### config.mk
export PLATFORM = sky130hd
export DESIGN_NAME = snake_step_sequencer
export DESIGN_NICKNAME = d
export VERILOG_FILES = /design/src/rtl/snake_pkg.sv /design/src/rtl/snake_step_sequencer_timer.sv /design/src/rtl/snake_step_sequencer.sv
export SDC_FILE = /design/constraint.sdc
export NUM_CORES = 1
export LEC_CHECK = 0
export CORE_MARGIN = 2
export CORE_UTILIZATION = 61
export CTS_BUF_LIST = sky130_fd_sc_hd__clkbuf_8
export CTS_CLUSTER_SIZE = 16
export DETAILED_ROUTE_END_ITERATION = 10
export GPL_TIMING_DRIVEN = 0
export HOLD_SLACK_MARGIN = 0.15
export PLACE_DENSITY = 0.88
export SYNTH_ARGS = -nofsm -noshare
export SYNTH_HDL_FRONTEND = slang
export SYNTH_SLANG_ARGS = --single-unit
### constraint.sdc
create_clock -name CLK -period 5 [get_ports CLK]
set_input_delay 1 -clock CLK [delete_from_list [all_inputs] [get_ports CLK]]
set_output_delay 1 -clock CLK [all_outputs]
set_load 0.02 [all_outputs]
### src/rtl/snake_pkg.sv
// Shared types and constants for the snake step sequencer.
// Direction and MSM codes, sequencer states, period arithmetic.
package snake_pkg;

  localparam int PERIOD_W = 24;
  localparam int CALC_W   = 27;

  typedef logic [1:0] dir_t;
  localparam dir_t DIR_UP    = 2'b00;
  localparam dir_t DIR_LEFT  = 2'b01;
  localparam dir_t DIR_RIGHT = 2'b10;
  localparam dir_t DIR_DOWN  = 2'b11;

  typedef logic [1:0] msm_t;
  localparam msm_t MSM_IDLE = 2'b00;
  localparam msm_t MSM_PLAY = 2'b01;
  localparam msm_t MSM_WIN  = 2'b10;
  localparam msm_t MSM_LOSE = 2'b11;

  typedef enum logic [1:0] {
    SEQ_IDLE,
    SEQ_WAIT_TICK,
    SEQ_REQ,
    SEQ_WAIT_ACK
  } seq_state_t;

  // max(base - level*dec, min_p) without ever going negative
  function automatic logic [PERIOD_W-1:0] speed_period(
    input logic [PERIOD_W-1:0] base,
    input logic [PERIOD_W-1:0] min_p,
    input logic [PERIOD_W-1:0] dec,
    input logic [2:0]          level
  );
    logic [CALC_W-1:0] drop;
    logic [CALC_W-1:0] floor_sum;
    logic [CALC_W-1:0] diff;
    drop      = CALC_W'(level) * CALC_W'(dec);
    floor_sum = drop + CALC_W'(min_p);
    diff      = CALC_W'(base) - drop;
    if (floor_sum >= CALC_W'(base)) begin
      return min_p;
    end
    return diff[PERIOD_W-1:0];
  endfunction

endpackage

### src/rtl/snake_step_sequencer_timer.sv
// Step tick timer: counts 0..period, reloads period on expiry.
// Clear forces count to 0 and restores the level-0 period.
module step_period_timer
  import snake_pkg::*;
#(
  parameter logic [PERIOD_W-1:0] INIT_PERIOD = 24'd3999999
) (
  input  logic                CLK,
  input  logic                RESET,
  input  logic                clear,
  input  logic [PERIOD_W-1:0] next_period,
  output logic                expire
);

  logic [PERIOD_W-1:0] count_q;
  logic [PERIOD_W-1:0] period_q;

  assign expire = !clear && (count_q == period_q);

  always_ff @(posedge CLK or posedge RESET) begin
    if (RESET) begin
      count_q  <= '0;
      period_q <= INIT_PERIOD;
    end else if (clear) begin
      count_q  <= '0;
      period_q <= INIT_PERIOD;
    end else if (expire) begin
      count_q  <= '0;
      period_q <= next_period;
    end else begin
      count_q  <= count_q + 1'b1;
    end
  end

endmodule

### src/rtl/snake_step_sequencer.sv
// Snake step sequencer: tick, direction commit, STEP_REQ/ACK.
// Define SNAKE_SPEEDUP_EN to enable target-driven speed levels.
module snake_step_sequencer
  import snake_pkg::*;
#(
  parameter logic [PERIOD_W-1:0] BASE_PERIOD = 24'd3999999,
  parameter logic [PERIOD_W-1:0] MIN_PERIOD  = 24'd999999,
  parameter logic [PERIOD_W-1:0] PERIOD_DEC  = 24'd400000,
  parameter logic [2:0]          MAX_LEVEL   = 3'd7
) (
  input  logic        CLK,
  input  logic        RESET,
  input  logic [1:0]  MSM_STATE,
  input  logic        BTN_DIR_VALID,
  input  logic [1:0]  BTN_DIR,
  input  logic        TARGET_REACHED,
  input  logic        STEP_ACK,
  output logic        STEP_REQ,
  output logic [1:0]  NAV_STATE,
  output logic [2:0]  SPEED_LEVEL,
  output logic [15:0] STEP_COUNT,
  output logic        OVERRUN
);

  seq_state_t state_q;
  seq_state_t state_d;

  logic                play;
  logic                expire;
  logic                tmr_clear;
  logic                in_req;
  logic                in_ack_wait;
  logic                ack_done;
  logic                press_ok;
  dir_t                ref_dir;
  dir_t                nav_q;
  dir_t                pend_dir_q;
  logic                pend_vld_q;
  logic [15:0]         count_q;
  logic                over_q;
  logic [2:0]          level_q;
  logic [PERIOD_W-1:0] next_period;

  assign play = (MSM_STATE == MSM_PLAY);

  always_ff @(posedge CLK or posedge RESET) begin
    if (RESET) begin
      state_q <= SEQ_IDLE;
    end else begin
      state_q <= state_d;
    end
  end

  always_comb begin
    state_d = state_q;
    if (!play) begin
      state_d = SEQ_IDLE;
    end else begin
      unique case (state_q)
        SEQ_IDLE:      state_d = SEQ_WAIT_TICK;
        SEQ_WAIT_TICK: if (expire) state_d = SEQ_REQ;
        SEQ_REQ:       state_d = SEQ_WAIT_ACK;
        SEQ_WAIT_ACK:  if (STEP_ACK) state_d = SEQ_WAIT_TICK;
      endcase
    end
  end

  always_comb begin
    tmr_clear   = 1'b0;
    in_req      = 1'b0;
    in_ack_wait = 1'b0;
    unique case (state_q)
      SEQ_IDLE:      tmr_clear   = 1'b1;
      SEQ_WAIT_TICK: tmr_clear   = 1'b0;
      SEQ_REQ:       in_req      = 1'b1;
      SEQ_WAIT_ACK:  in_ack_wait = 1'b1;
    endcase
    if (!play) begin
      tmr_clear = 1'b1;
    end
  end

  step_period_timer #(
    .INIT_PERIOD (BASE_PERIOD)
  ) u_timer (
    .CLK         (CLK),
    .RESET       (RESET),
    .clear       (tmr_clear),
    .next_period (next_period),
    .expire      (expire)
  );

  // A press during the commit cycle is judged against the new heading
  assign ref_dir  = (in_req && pend_vld_q) ? pend_dir_q : nav_q;
  assign press_ok = BTN_DIR_VALID
                 && (BTN_DIR != ~ref_dir)
                 && (BTN_DIR != ref_dir);
  assign ack_done = play && in_ack_wait && STEP_ACK;

  always_ff @(posedge CLK or posedge RESET) begin
    if (RESET) begin
      nav_q      <= DIR_RIGHT;
      pend_dir_q <= DIR_RIGHT;
      pend_vld_q <= 1'b0;
      count_q    <= '0;
      over_q     <= 1'b0;
    end else if (!play) begin
      pend_vld_q <= 1'b0;
    end else if (state_q == SEQ_IDLE) begin
      nav_q      <= DIR_RIGHT;
      pend_vld_q <= 1'b0;
      count_q    <= '0;
      over_q     <= 1'b0;
    end else begin
      if (in_req && pend_vld_q) begin
        nav_q <= pend_dir_q;
      end
      if (press_ok) begin
        pend_vld_q <= 1'b1;
        pend_dir_q <= BTN_DIR;
      end else if (in_req) begin
        pend_vld_q <= 1'b0;
      end
      if (ack_done) begin
        count_q <= count_q + 16'd1;
      end
      if (in_ack_wait && expire) begin
        over_q <= 1'b1;
      end
    end
  end

`ifdef SNAKE_SPEEDUP_EN
  logic tr_q;
  logic tr_rise;

  assign tr_rise = TARGET_REACHED && !tr_q;

  always_ff @(posedge CLK or posedge RESET) begin
    if (RESET) begin
      tr_q    <= 1'b0;
      level_q <= '0;
    end else begin
      tr_q <= TARGET_REACHED;
      if (play && state_q == SEQ_IDLE) begin
        level_q <= '0;
      end else if (play && tr_rise && level_q < MAX_LEVEL) begin
        level_q <= level_q + 3'd1;
      end
    end
  end

  assign next_period = speed_period(BASE_PERIOD, MIN_PERIOD,
                                    PERIOD_DEC, level_q);
`else
  logic speedup_unused;

  assign speedup_unused = ^{TARGET_REACHED, MIN_PERIOD,
                            PERIOD_DEC, MAX_LEVEL};
  assign level_q        = '0;
  assign next_period    = BASE_PERIOD;
`endif

  assign STEP_REQ    = in_ack_wait;
  assign NAV_STATE   = nav_q;
  assign SPEED_LEVEL = level_q;
  assign STEP_COUNT  = count_q;
  assign OVERRUN     = over_q;

endmodule
# After elaboration in Yosys (flattened, before gate mapping)
# Cells that the tools add are included.
dict set report word_totals {
  regBits 72
  in_bits 9
  out_inout_bits 23
}
dict set report op_classes {
  n_addsub 2
  eq_ne 10
  mux 22
  bitwise 2
  n_reduce_logical 16
}
# op count
set ops {}
lappend ops {{$mux 24} 4}
lappend ops {{$mux 16} 2}
lappend ops {{$add 24x1->24 const B} 1}
lappend ops {{$eq 24x24->1} 1}
lappend ops {{$add 16x1->16 const B} 1}
lappend ops {{$mux 1} 10}
lappend ops {{$mux 2} 5}
lappend ops {{$pmux 2 s4} 1}
lappend ops {{$logic_and 1x1->1} 7}
lappend ops {{$ne 3x3->1 const B} 2}
lappend ops {{$reduce_and 2->1} 3}
lappend ops {{$reduce_bool 2->1} 3}
lappend ops {{$eq 2x1->1 const B} 2}
lappend ops {{$eq 2x2->1 const B} 2}
lappend ops {{$ne 2x2->1} 2}
lappend ops {{$ne 4x1->1 const B} 1}
lappend ops {{$reduce_and 3->1} 1}
lappend ops {{$logic_not 2->1} 1}
lappend ops {{$not 2->2} 1}
lappend ops {{$logic_not 1->1} 1}
lappend ops {{$not 1->1} 1}

# Logic depth before layout (Yosys ltp)
dict set report depth {
  word_depth 11
  depth_mapped 8
  ltp_nobuf 7
}

# Hierarchy
# Synthesis repeated with hierarchy kept, for this count alone.
dict set report hier_totals {
  cells_unflattened 393
  area_unflattened_um2 3968.8
}
# mod n_inst cells_each area_each_um2 seq_area_each_um2
set modules_own_cells {}
lappend modules_own_cells {step_period_timer 1 259 2682.6 1218.7}
lappend modules_own_cells {snake_step_sequencer 1 134 1286.2 603.1}

# Worst setup path after synthesis
# Ideal clock, no wire load.
dict set report synth_timing {
  path_type {in2reg}
  start {input MSM_STATE[1]}
  end {register u_timer.count_q[11]}
  setup_time_ns 0.119
  t_arrival_ns 2.278
  t_required_ns 4.881
  setup_slack_ns 2.602
  path_stages 7
  cell_sequence {nand2b_1 -> buf_6 -> or3_4 -> nor4_2 -> nand2b_2 -> buf_6 -> nor2_1}
}
dict set report synth_between {
  elab_chain_len 6
}
# element line_no
set synth_lines {}
lappend synth_lines {{from (decl)} snake_step_sequencer.sv:13} ;# input logic [1:0] MSM_STATE,
lappend synth_lines {{$eq 2x1->1 (*)} snake_step_sequencer.sv:44} ;# assign play = (MSM_STATE == MSM_PLAY);
lappend synth_lines {{$mux 1 (*)} snake_step_sequencer.sv:78} ;# if (!play) begin
lappend synth_lines {{$logic_not 1->1} snake_step_sequencer_timer.sv:18} ;# assign expire = !clear && (count_q == period_q);
lappend synth_lines {{$logic_and 1x1->1} snake_step_sequencer_timer.sv:18}
lappend synth_lines {{$mux 24} snake_step_sequencer_timer.sv:27} ;# end else if (expire) begin
lappend synth_lines {{$mux 24 (*)} snake_step_sequencer_timer.sv:24} ;# end else if (clear) begin
lappend synth_lines {{to (signal assigned)} snake_step_sequencer_timer.sv:31} ;# count_q <= count_q + 1'b1;
lappend synth_lines {{to (decl)} snake_step_sequencer_timer.sv:15} ;# logic [PERIOD_W-1:0] count_q;
# Every way passes the cells marked *; elsewhere a longest branch is shown, timed or not.
# A chain may end at the register's enable or synchronous reset.

# Final worst setup path
dict set report layout_timing {
  start {input MSM_STATE[1]}
  end {register count_q[14] (netlist: STEP_COUNT[14])}
}
dict set report layout_between {
  elab_chain_len 5
}
# element line_no
set layout_lines {}
lappend layout_lines {{$eq 2x1->1 (*)} snake_step_sequencer.sv:44}
lappend layout_lines {{$logic_and 1x1->1 (2 in a row)} snake_step_sequencer.sv:98} ;# assign ack_done = play && in_ack_wait && STEP_ACK;
lappend layout_lines {{$reduce_bool 2->1 (no source line)} n/a}
lappend layout_lines {{$reduce_and 2->1 (no source line) (*)} n/a}
lappend layout_lines {{to (signal assigned)} snake_step_sequencer.sv:125} ;# count_q <= count_q + 16'd1;
lappend layout_lines {{to (decl)} snake_step_sequencer.sv:39} ;# logic [15:0] count_q;
# Marked as above.

==> run_results.csv <==
group,metric,value,unit
global_route,grt_use_met3,0.0519,
clock_tree,postCtsHoldBufs,0,
global_route,met2_usage,0.415,
synthesis,synth_ff_type,"dfrtp_1",
sta,grt_setup_unrepaired,"false",
clock_tree,root_buffer,"clkbuf_8",
clock_tree,clk_pin_slew,80,ps
sta,fin_setup_tns,0,ps
synthesis,async_flop_share,1.00,
die,die_h,68.9,um
synthesis,synth_top_cell_area_share,0.447,
sta,hold_viol_final,0,
pwr,p_clk_frac,0.340,
die,start_util,0.639,
sta,period_minus_slack,2710,ps
pwr,leakagePower,1.22,nW
die,num_rows,23,
clock_tree,cts_sinks,48,
clock_tree,htreeDepth,2,
sta,setup_violations,0,
synthesis,synth_seq_cells,48,
sta,maxSlewViolCount,0,
die,die_w,68.9,um
cells_and_area,fin_nets,321,
clock_tree,postCtsSetupBuffers,0,
pwr,power_switching_share,0.230,
pwr,cellPowerDensity,227,nW/um^2
clock_tree,cts_resized,0,
sta,fmax,369,MHz
pwr,p_int,0.528,mW
cells_and_area,drive_gt1_frac,0.0882,
clock_tree,cts_tree,"built",
global_route,grt_pass1_wl,8270,um
placed_design,numPortBuffers,27,
route,via_per_inst,5.53,
worst_setup_path,worst-path-max-fanout,10,
placed_design,dpl.cell_count,348,
die,core_area,4030,sq um
worst_setup_path,worstSetupPathType,"primary input to flop",
route,routed-via-count,1970,
synthesis,ys_seq_area_frac,0.468,
route,final_antenna_net_count,0,
synthesis,ys_top_cells_by_area,"dfrtp_1, xnor2_1, nor2_1",
die,ioPinCount,32,
route,drt_wl_total,4940,um
synthesis,yosys_warnings,0,
flow_run,drv_cap,0,
worst_setup_path,cp-start-kind,"primary input",
synthesis,yosysTopAreaCell,"dfrtp_1",
cells_and_area,fin_cells,356,
cells_and_area,most-common-layout-cells,"nor2_1, dfrtp_1, xnor2_1, clkdlybuf4s50_1, nand2_1",
worst_setup_path,crit_required,5180,ps
pwr,combPwrFrac,0.076,
worst_hold_path,hp-class,"flop to flop",
sta,clock_skew,10.1,ps
run_status,status,"finished clean",
global_route,busiest_layer,"met2",
worst_setup_path,max_stage_delay,480,ps
placed_design,gp_congestion,0.814,
synthesis,postSynthAreaPerCell,9.60,sq um
cells_and_area,area_growth,17.5,%
worst_setup_path,cpMaxStageDelayCell,"nor4_1",
route,post_drt_wl_per_cell,13.9,um
clock_tree,clkLatencyLatePin,310,ps
worst_setup_path,path_cells,"clkdlybuf4s50_1 -> and2b_1 -> nand4_1 -> clkbuf_1 -> nor4_1 -> xnor2_1 -> nor2_1",
synthesis,synth_cells,268,
global_route,grt_pass1_vias,1855,
cells_and_area,n_antenna_cell,0,
pwr,ir_worst_vdd,0.000187,V
placed_design,detailed_place.area,2930,sq um
worst_setup_path,arrival,2890,ps
placed_design,place_hpwl,3610,um
synthesis,synth.distinct_cells,41,
clock_tree,clockBufferDepth,2,
clock_tree,cts_buffers,5,
global_route,gr-usage-met1,0.283,
die,fp.dieArea,4750,sq um
route,drtPass1Iterations,4,
global_route,grt_use_total,0.237,
global_route,grt_max_degree,35,
cells_and_area,final_cell_area,3020,sq um
synthesis,mappedNetlistArea,2570,sq um
route,drtIter0Drc,192,
cells_and_area,layout_commonest_cell,"nor2_1",
global_route,antenna_found_initial,0,
synthesis,synth-edff-count,0,
pwr,pwr-share-seq,0.584,
route,remaining_drc_errors,0,
global_route,grt-ovfl-total,0,
sta,finalCritPeriodShare,0.542,
worst_setup_path,end_kind,"flop",
pwr,p_sw,0.157,mW
critical path, delay by kind of cell:
| family | cells | cell delay [ps] |
|---|---|---|
| buf+inv | 2 | 660 |
| xor+xnor | 1 | 180 |
| simple gates | 4 | 1050 |
final cells by class:
class / count / area [sq um]
multi-input cells: 200 / 1260
flip-flops and latches: 48 / 1200
fillers: 276 / 1010
repair buffers: 28 / 290
clock buffers: 6 / 82.6
plain buffers: 11 / 77.6
well taps: 50 / 62.6
inverters: 11 / 41.3
clock inverters: 2 / 7.51
cells by family after synthesis:
logic type / count (synthesis) / synth area share
AOI/OAI and AO/OA: 17 / 0.0457
xor gates and xnor gates: 36 / 0.128
adders and majority gates: 7 / 0.0340
buffers and inverters: 22 / 0.0462
DFF: 48 / 0.468
muxes: 4 / 0.0165
other: 1 / 0.00146
and+or+nand+nor: 133 / 0.260
Yosys cell counts, types with 2 or more instances:
| master | instances |
|---|---|
| a21oi_1 | 5 |
| and2_1 | 5 |
| and3_1 | 3 |
| and4_1 | 3 |
| buf_2 | 2 |
| buf_4 | 3 |
| buf_6 | 3 |
| clkbuf_1 | 3 |
| dfrtp_1 | 46 |
| dfstp_2 | 2 |
| ha_1 | 7 |
| inv_1 | 11 |
| mux2_2 | 2 |
| mux2i_1 | 2 |
| nand2_1 | 19 |
| nand2b_1 | 2 |
| nand3_1 | 13 |
| nand4_1 | 8 |
| nor2_1 | 52 |
| nor3_1 | 9 |
| nor3b_1 | 2 |
| nor4_1 | 6 |
| nor4_2 | 3 |
| o21ai_0 | 6 |
| or3_1 | 2 |
| xnor2_1 | 29 |
| xor2_1 | 6 |
metal layers:
layer,wire length (um),vias up
li1,-,963
met1,2090,943
met2,2500,57
met3,277,7
met4,77,0
met5,0,-
through the flow:
stage / hold slack, ps / setup slack (ps) / total power [mW] / utilization
2_1_floorplan: 444 / 2600 / 0.443 / -
6_report: 485 / 2290 / 0.686 / 0.750
5_1_grt: 535 / 2060 / 0.717 / 0.750
3_5_place_dp: 480 / 1980 / 0.462 / 0.728
3_3_place_gp: 467 / 1970 / 0.457 / 0.723
4_1_cts: 492 / 2310 / 0.690 / 0.750
flip-flops by register name (all words and copies together) (netlist names):
signal and flops:
NAV_STATE 2, OVERRUN 1, STEP_COUNT 16, pend_dir_q 2
pend_vld_q 1, state_q 2, u_timer.count_q 24
path summary, 6_finish.rpt:
check | cells after the start | to | start | slack (ps)
worst max-delay path | 7 | STEP_COUNT[14] | MSM_STATE[1] | 2290
worst max register to register | 8 | STEP_COUNT[14] | state_q[1] | 2830
max in group asynchronous | 3 | pend_dir_q[1] | RESET | 3470
worst min-delay path | 1 | u_timer.count_q[0] | u_timer.count_q[0] | 490
worst min register to register | 1 | u_timer.count_q[0] | u_timer.count_q[0] | 490
min in group asynchronous | 2 | u_timer.count_q[0] | RESET | 980
power groups by stage:
| stage | sequential [mW] | clock (mW) | combinational, mW |
|---|---|---|---|
| global placement | 0.408 | 0 | 0.0492 |
| floorplan | 0.407 | 0 | 0.0359 |
| CTS | 0.400 | 0.236 | 0.0534 |
| finish | 0.400 | 0.233 | 0.0524 |
| global route | 0.401 | 0.257 | 0.0586 |
| detailed placement | 0.408 | 0 | 0.0534 |
No activity file was read; power rests on OpenSTA's default activity.
